--- config.mk ---
export PLATFORM = sky130hd
export DESIGN_NAME = io_responder
export DESIGN_NICKNAME = d
export VERILOG_FILES = /design/src/rtl/io_responder.sv
export SDC_FILE = /design/constraint.sdc
export NUM_CORES = 1
export LEC_CHECK = 0
export ABC_AREA = 1
export CORE_ASPECT_RATIO = 1.1
export CORE_MARGIN = 2
export CORE_UTILIZATION = 44
export DETAILED_ROUTE_END_ITERATION = 7
export PLACE_DENSITY_LB_ADDON = 0.12
export REMOVE_ABC_BUFFERS = 1
export SYNTH_ARGS = -nofsm -noshare
export SYNTH_HDL_FRONTEND = slang
export SYNTH_SLANG_ARGS = --single-unit
--- constraint.sdc ---
create_clock -name clk -period 1.7 [get_ports clk]
set_clock_uncertainty 0.2 [all_clocks]
set_input_delay 0.34 -clock clk [delete_from_list [all_inputs] [get_ports clk]]
set_output_delay 0.34 -clock clk [all_outputs]
set_load 0.005 [all_outputs]
--- src/rtl/io_responder.sv ---
// Peripheral end of the memory-mapped I/O bus: LED register, debounced switch
// register and a registered, single-cycle read-response path.
module io_responder #(
  parameter logic [31:0] LED_ADDR  = 32'hFFFF_FC60,
  parameter logic [31:0] SW_ADDR   = 32'hFFFF_FC70,
  parameter int unsigned DB_CYCLES = 100000,
  parameter int unsigned DB_W      = 17
) (
  input  logic        clk,
  input  logic        rst_n,
  input  logic        led_ctrl,
  input  logic        switch_ctrl,
  input  logic [31:0] addr,
  input  logic [31:0] write_data,
  output logic [15:0] io_read_data,
  output logic        io_ready,
  output logic [15:0] led,
  input  logic [15:0] sw
);

  localparam logic [DB_W-1:0] DB_LAST = DB_W'(DB_CYCLES - 1);

  logic [15:0]     r_sw_meta;
  logic [15:0]     r_sw_sync;
  logic [15:0]     r_sw_stable;
  logic [DB_W-1:0] r_db_cnt;
  logic [15:0]     r_led;
  logic [15:0]     r_rd_data;
  logic            r_ready;

  logic            w_led_hit;
  logic            w_sw_hit;
  logic            w_rd_en;
  logic            w_wr_en;
  logic            w_unused;

  assign w_led_hit = (addr == LED_ADDR);
  assign w_sw_hit  = (addr == SW_ADDR);
  assign w_wr_en   = led_ctrl & w_led_hit;
  // A simultaneous write strobe wins: the read is dropped entirely.
  assign w_rd_en   = switch_ctrl & ~led_ctrl;
  assign w_unused  = ^write_data[31:16];

  // Per-bit two-flop synchroniser for the raw switch pins.
  generate
    for (genvar gi = 0; gi < 16; gi++) begin : g_sync
      always_ff @(posedge clk or negedge rst_n) begin
        if (!rst_n) begin
          r_sw_meta[gi] <= 1'b0;
          r_sw_sync[gi] <= 1'b0;
        end else begin
          r_sw_meta[gi] <= sw[gi];
          r_sw_sync[gi] <= r_sw_meta[gi];
        end
      end
    end
  endgenerate

  // One counter for the whole bus: any departure from the accepted value must
  // persist DB_CYCLES cycles; the latest synchronised value is what gets taken.
  always_ff @(posedge clk or negedge rst_n) begin
    if (!rst_n) begin
      r_sw_stable <= '0;
      r_db_cnt    <= '0;
    end else if (r_sw_sync == r_sw_stable) begin
      r_db_cnt <= '0;
    end else if (r_db_cnt == DB_LAST) begin
      r_sw_stable <= r_sw_sync;
      r_db_cnt    <= '0;
    end else begin
      r_db_cnt <= r_db_cnt + 1'b1;
    end
  end

  always_ff @(posedge clk or negedge rst_n) begin
    if (!rst_n) begin
      r_led <= '0;
    end else if (w_wr_en) begin
      r_led <= write_data[15:0];
    end
  end

  // Read data is not held; the consumer samples only while io_ready is high.
  always_ff @(posedge clk or negedge rst_n) begin
    if (!rst_n) begin
      r_rd_data <= '0;
      r_ready   <= 1'b0;
    end else if (w_rd_en && w_sw_hit) begin
      r_rd_data <= r_sw_stable;
      r_ready   <= 1'b1;
    end else if (w_rd_en && w_led_hit) begin
      r_rd_data <= r_led;
      r_ready   <= 1'b1;
    end else begin
      r_rd_data <= '0;
      r_ready   <= 1'b0;
    end
  end

  assign led          = r_led;
  assign io_read_data = r_rd_data;
  assign io_ready     = r_ready;

endmodule
==> results of run 1 <==
-- report_power, final --
group	leakage [nW]	internal [mW]	total, mW	switching, mW
sequential	1.29	2.42	2.50	0.0830
combinational	1.97	0.201	0.383	0.182
clock	0.100	0.690	1.52	0.829
total	3.35	3.31	4.40	1.09
-- sequential cells by signal, indices dropped and copies added, names as in the netlist --
name and count:
r_sw_stable 16, led 16, r_sw_meta 16, r_sw_sync 16
io_read_data 16, r_db_cnt 17, io_ready 1
-- metal layers --
layer  vias up  GRT usage (%)  wire, um
li1       1853              -         -
met1      1828           26.2      4600
met2       125           34.1      5400
met3        23           4.03       679
met4         0           10.9       301
met5         -              0         0
-- synthesized netlist by cell type, types with 2 or more instances --
master      n
nand3_2     3
nor4_1      2
nor2_4      5
nor2_1     54
nand3_1    41
xor2_1      7
nor3_1      3
inv_2       4
dfrtp_1    98
buf_6       2
buf_2       7
inv_1      32
nand2_1   151
buf_4       5
nor2_2      4
xnor2_1     3
nand4_1    41
clkinv_1    3
-- cell families after synthesis --
group / after synthesis
AO/OA/AOI/OAI: 2
XOR/XNOR: 10
adder cells (fa/ha/maj): 1
buffers and inverters: 57
flip-flops: 98
AND/OR/NAND/NOR: 312
-- worst register-to-register path: cells and delay by family, from the launching register on --
kind,cells,cell delay [ns]
and+or+nand+nor,8,0.87
DFF,1,0.42
buffers and inverters,1,0.16
-- final cells by class --
cell class / count / area (um^2)
repair buffers: 158 / 1640
clock inverters: 7 / 73.8
clock buffers: 9 / 124
well taps: 117 / 146
flip-flops and latches: 98 / 2450
inverters: 40 / 158
fillers: 766 / 3150
multi-input cells: 326 / 1700
-- through the flow --
step	setup TNS [ns]	utilization [%]	power, mW	instance area, um^2
floorplan	-6.15	-	2.64	4180
global placement	-11.92	60.7	2.91	5730
detailed placement	-12.46	60.7	2.92	5730
CTS	0	64.0	4.44	6040
global route	-1.81	66.6	4.61	6290
finish	-0.135	66.6	4.40	6290
-- path summary, 6_finish.rpt --
kind                                             from                          end  slack [ns]
setup / recovery           r_sw_stable[9]$_DFFE_PN0P_   r_sw_stable[9]$_DFFE_PN0P_       -0.05
hold / removal                r_sw_meta[12]$_DFF_PN0_      r_sw_sync[12]$_DFF_PN0_        0.15
max in group asynchronous                       rst_n  r_sw_stable[12]$_DFFE_PN0P_        0.59
min in group asynchronous                       rst_n      r_sw_meta[10]$_DFF_PN0_        0.21
setup reg to reg           r_sw_stable[9]$_DFFE_PN0P_   r_sw_stable[9]$_DFFE_PN0P_       -0.05
hold reg to reg               r_sw_meta[12]$_DFF_PN0_      r_sw_sync[12]$_DFF_PN0_        0.15
-- repair_timing --
item	4_1_cts	5_1_grt
setup endpoints to repair	60	66
cloned	1	2
gates resized for setup	37	55
endpoints found under the hold margin	67	0
pin swaps	0	36
buffers inserted	14	4
hold buffers	1	0
==> impl_metrics.tcl, run 1 <==
set metrics [dict create \
    status "finished with violations" \
    violations "negative setup slack" \
    worst_slack_ns -0.0471 \
    cts.sinks 98 \
    yosysUniqueCellTypes 33 \
    nets 718 \
    first_pass_iters 4 \
    min_period_over_period_pct 103 \
    htreeDepth 3 \
    syn_inst 480 \
    rsz0062_at_grt "yes" \
    ys_top_cells_by_area "dfrtp_1 (57%), nand2_1 (13%), nand4_1 (6.0%), nand3_1 (4.8%), nor2_1 (4.7%)" \
    die_h_um 108 \
    start_util_pct 45.5 \
    dp_hpwl_um 7440 \
    dieWidth_um 98.2 \
    avgSynthCellArea_um2 8.96 \
    grt_usage_pct 20.8 \
    die_area_um2 10600 \
    p_leak_nw 3.35 \
    clockBufferDepth 2 \
    grt_pass1_wl_um 17300 \
    slew_violations 0 \
    synth-simple-area-share_pct 34.1 \
    wirelength_um 11000 \
    synth_edf_count 0 \
    critical_path.max_fanout 7 \
    startpoint_type "flip-flop" \
    max_stage_delay_ns 0.42 \
    ys_seq_area_share_pct 57.0 \
    worst-path-buf-inv 1 \
    fin_crit_ns 1.75 \
    max_cap_viol_count 0 \
    clock_insertion_delay_worst_skew_ns 0.37 \
    hp-class "flip-flop to flip-flop" \
    synth_top_family_by_area "simple AND/OR/NAND/NOR gates" \
    tightest_slew_ns 0.349 \
    reg2reg_depth 9 \
    synth-adder-area-share_pct 0.291 \
    core_um2 9440 \
    gp_congestion 0.802 \
    synth-compound-area-share_pct 0.233 \
    critPathTopFamily "simple AND/OR/NAND/NOR gates" \
    avgViaCountPerCell 5.07 \
    yosys.area.top_type_share_pct 57.0 \
    antenna_found_initial 0 \
    cp_common_cell "nor2_1" \
    slew_headroom_pct 76.7 \
    final-setup-viol-count 11 \
    std_cell_rows 37 \
    cp_slowest_cell "dfrtp_1" \
    synth_ff_type "dfrtp_1" \
    clock-root-buffer "clkbuf_8" \
    area_growth_pct 46.3 \
    synth_mux_area_share_pct 0 \
    io_pins 117 \
    path_cells "nor2_1 > nor2_1 > nor2_1 > nand2_1 > nor2_4 > nand2_8 > buf_12 > nand3_1 > nand2_1" \
    synth_warnings 0 \
    synth_seq_cells 98 \
    worstHoldPathCells 0 \
    grt_pass1_vias 3717 \
    ir_worst_vdd_uv 554 \
    ant_nets 0 \
    yosysTopAreaCell "dfrtp_1" \
    drt-initial-drc-count 182 \
    wl_per_cell_um 14.5 \
    portBuffers 100 \
    syn_area_um2 4300 \
    hold_viol 0 \
    cts_tree "done" \
    holdWs_ns 0.155 \
    vias 3829 \
    criticalPathCategory "flip-flop to flip-flop" \
    gr-total-overflow 0 \
    timing.fmax_mhz 572 \
    drive_above_1_share_pct 19.3 \
    clk_transition_reported_paths_ns 0.10 \
    synth-xor-area-share_pct 2.04 \
    final_cell_mix "nand2_1 (142), dfrtp_1 (97), nor2_1 (49)" \
    grt_max_degree 39 \
    n_antenna_cell 0 \
    post-route-drc-count 0 \
    crit_cells 9 \
    power.density_nw_per_um2 700 \
    final_common_cell "nand2_1" \
    dp.cells 717 \
    dp_slack_ns -0.428 \
    cts_inserted_buffers 9 \
    required_ns 1.77 \
    worstPathArrival_ns 1.81 \
    final_cells 755 \
    endpoint_kind "flip-flop" \
    ys_async_sr_fraction_pct 100 \
]
Note: power is estimated with default switching activity, not from simulation.
==> run 2, diff against run 1 <==
- ABC_AREA: 1 -> not set
- CORE_UTILIZATION: 44 -> 42
- SETUP_SLACK_MARGIN: not set -> 0.1
==> impl_metrics.tcl, run 2 <==
set metrics [dict create \
    hold_viol 0 \
    netSwitchingPower_mw 1.00 \
    power.density_nw_per_um2 793 \
    rsz0062_at_grt "yes" \
    clockBufferDepth 2 \
    area_growth_pct 50.5 \
    final_cell_mix "dfrtp_1 (98), buf_4 (58), nor2_1 (36), dlygate4sd2_1 (36), clkdlybuf4s50_1 (35)" \
    p_total_mw 4.51 \
    ir_worst_vdd_uv 416 \
    internal_power_mw 3.51 \
    first_pass_iters 4 \
    clk_transition_reported_paths_ns 0.09 \
    core_um2 8830 \
    syn_area_um2 3780 \
    regMostFlops "r_db_cnt" \
    p_leak_nw 2.87 \
    stdcell_area_um2 5690 \
    ys_top_cells_by_area "dfrtp_1 (65%), mux2_2 (6.6%), xnor2_1 (5.1%), mux2i_1 (4.2%), mux2_4 (4.0%)" \
    p_comb_share_pct 8.8 \
    dpl_cell_area_um2 5270 \
    yosys.area.top_type_share_pct 64.9 \
    swShare_pct 22.2 \
    startpoint_type "flip-flop" \
    fin_tns_setup_ns -22.14 \
    grt_usage_pct 17.5 \
    wirelength_um 8120 \
    ant_nets 0 \
    status "finished with violations" \
    portBuffers 100 \
    die_h_um 104 \
    synth_seq_cells 98 \
    htreeDepth 3 \
    yosysUniqueCellTypes 31 \
    critical_path.max_fanout 8 \
    worst-path-buf-inv 1 \
    cts.sinks 98 \
    critPathTopFamily "simple AND/OR/NAND/NOR gates" \
    start_util_pct 42.8 \
    yosysTopAreaCell "dfrtp_1" \
    violations "negative setup slack" \
    ys_seq_area_share_pct 64.9 \
    endpoint_kind "flip-flop" \
    wl_per_cell_um 14.5 \
    nets 525 \
    criticalPathCategory "flip-flop to flip-flop" \
    worst_slack_ns -0.769 \
    gr-total-overflow 0 \
    holdWs_ns 0.123 \
    fin_crit_ns 2.47 \
    timing.fmax_mhz 405 \
    synth_commonest_cells "dfrtp_1 (98), nor2_1 (38), mux2_2 (22), xnor2_1 (22), mux2i_1 (16)" \
    dp_hpwl_um 5540 \
    synth_edf_count 0 \
    avgSynthCellArea_um2 13.9 \
    cts_inserted_buffers 9 \
    path_cells "or4b_4 > or4_4 > nor4_4 > nand2b_4 > buf_12 > mux2_4" \
    vias 2610 \
    std_cell_rows 36 \
    dp.cells 521 \
    die_area_um2 9780 \
    final_common_cell "dfrtp_1" \
    largest_reg_flops 17 \
    hp-class "primary input to asynchronous set/reset pin" \
    slew_headroom_pct 79.1 \
    synth_warnings 0 \
    ys_async_sr_fraction_pct 100 \
    min_period_over_period_pct 145 \
    syn_inst 272 \
    grt_max_degree 57 \
    final_cells 560 \
    max_cap_viol_count 0 \
    gp_congestion 0.712 \
    seqPwrFrac_pct 54.4 \
    post-route-drc-count 0 \
    slew_violations 0 \
    cp_slowest_cell "or4b_4" \
    drt-initial-drc-count 62 \
    avgViaCountPerCell 4.66 \
    tightest_slew_ns 0.313 \
    io_pins 117 \
    grt_pass1_wl_um 12900 \
    p_clk_share_pct 36.7 \
    worstPathArrival_ns 2.52 \
    required_ns 1.75 \
    synth_ff_type "dfrtp_1" \
    final-setup-viol-count 48 \
    antenna_found_initial 1 \
    drive_above_1_share_pct 33.0 \
    clock_insertion_delay_worst_skew_ns 0.37 \
    cts_tree "done" \
    clock-root-buffer "clkbuf_8" \
    dieWidth_um 94.5 \
    yosysMostFrequentCell "dfrtp_1" \
    grt_pass1_vias 2719 \
    max_stage_delay_ns 0.53 \
]
==> run 2: cell types whose count changed after synthesis, sizes merged, moves of 16 or more <==
cell   previous run  this run
nand2           153         8
nand3            45         6
inv              36         2
mux2              0        32
nand4            42        12
nor2             63        38
xnor2             3        22
mux2i             0        16
==> run 2: metrics by stage <==
step                      util (%)  setup slack (ns)
after detailed placement      59.7            -0.946
after global placement        59.7            -0.918
after CTS                     64.1            -0.862
after global routing          64.4            -0.836
final                         64.4            -0.769
after floorplan                  -            -0.993
==> run 2: final cells by class <==
class                   instances  area (um^2)
diodes                          1         2.50
clock buffers                  12          145
clock inverters                 4         73.8
fillers                       737         3140
inverters                       2         7.51
multi-input cells             162         1340
flip-flops and latches         98         2450
well taps                     114          143
repair buffers                167         1530
==> run 2: power groups by stage <==
stage               sequential, mW  combinational [mW]  clock (mW)
finish                        2.46               0.398        1.66
global route                  2.47               0.443        1.79
CTS                           2.46               0.407        1.70
detailed placement            2.50               0.408           0
global placement              2.50               0.399           0
floorplan                     2.52              0.0814           0
==> run 2: logic make-up after synthesis <==
logic type	after synthesis	share of synthesized area (%)
mux	48	14.8
fa+ha+maj	1	0.331
simple gates	82	11.0
xor+xnor	31	7.18
buf+inv	12	1.89
flops	98	64.9
==> run 2: repair_timing <==
item | in CTS | in global routing
gates resized for setup | 132 | 10
hold endpoints to repair | 98 | 0
cloned | 2 | 0
setup buffers | 16 | 3
hold buffers | 1 | 0
setup endpoints to repair | 99 | 72
pin swaps | 18 | 3
==> run 2: layer usage <==
metal	track usage, %	up-vias	part of all wire, %
li1	-	1265	-
met1	21.3	1256	42
met2	29.0	74	50
met3	3.71	15	6.2
met4	9.32	0	2.4
met5	0	-	0
==> run 2: path summary, 6_finish.rpt <==
check,endpoint,slack (ns),cells after the start,startpoint
worst max register to register,r_sw_stable[5]$_DFFE_PN0P_,-0.77,6,r_db_cnt[14]$_DFF_PN0_
worst max-delay path,r_sw_stable[5]$_DFFE_PN0P_,-0.77,6,r_db_cnt[14]$_DFF_PN0_
min in group clk,r_sw_sync[12]$_DFF_PN0_,0.15,0,r_sw_meta[12]$_DFF_PN0_
worst min-delay path,r_sw_sync[13]$_DFF_PN0_,0.12,2,rst_n
worst min register to register,r_sw_sync[12]$_DFF_PN0_,0.15,0,r_sw_meta[12]$_DFF_PN0_
max in group asynchronous,io_read_data[5]$_DFF_PN0_,0.67,3,rst_n
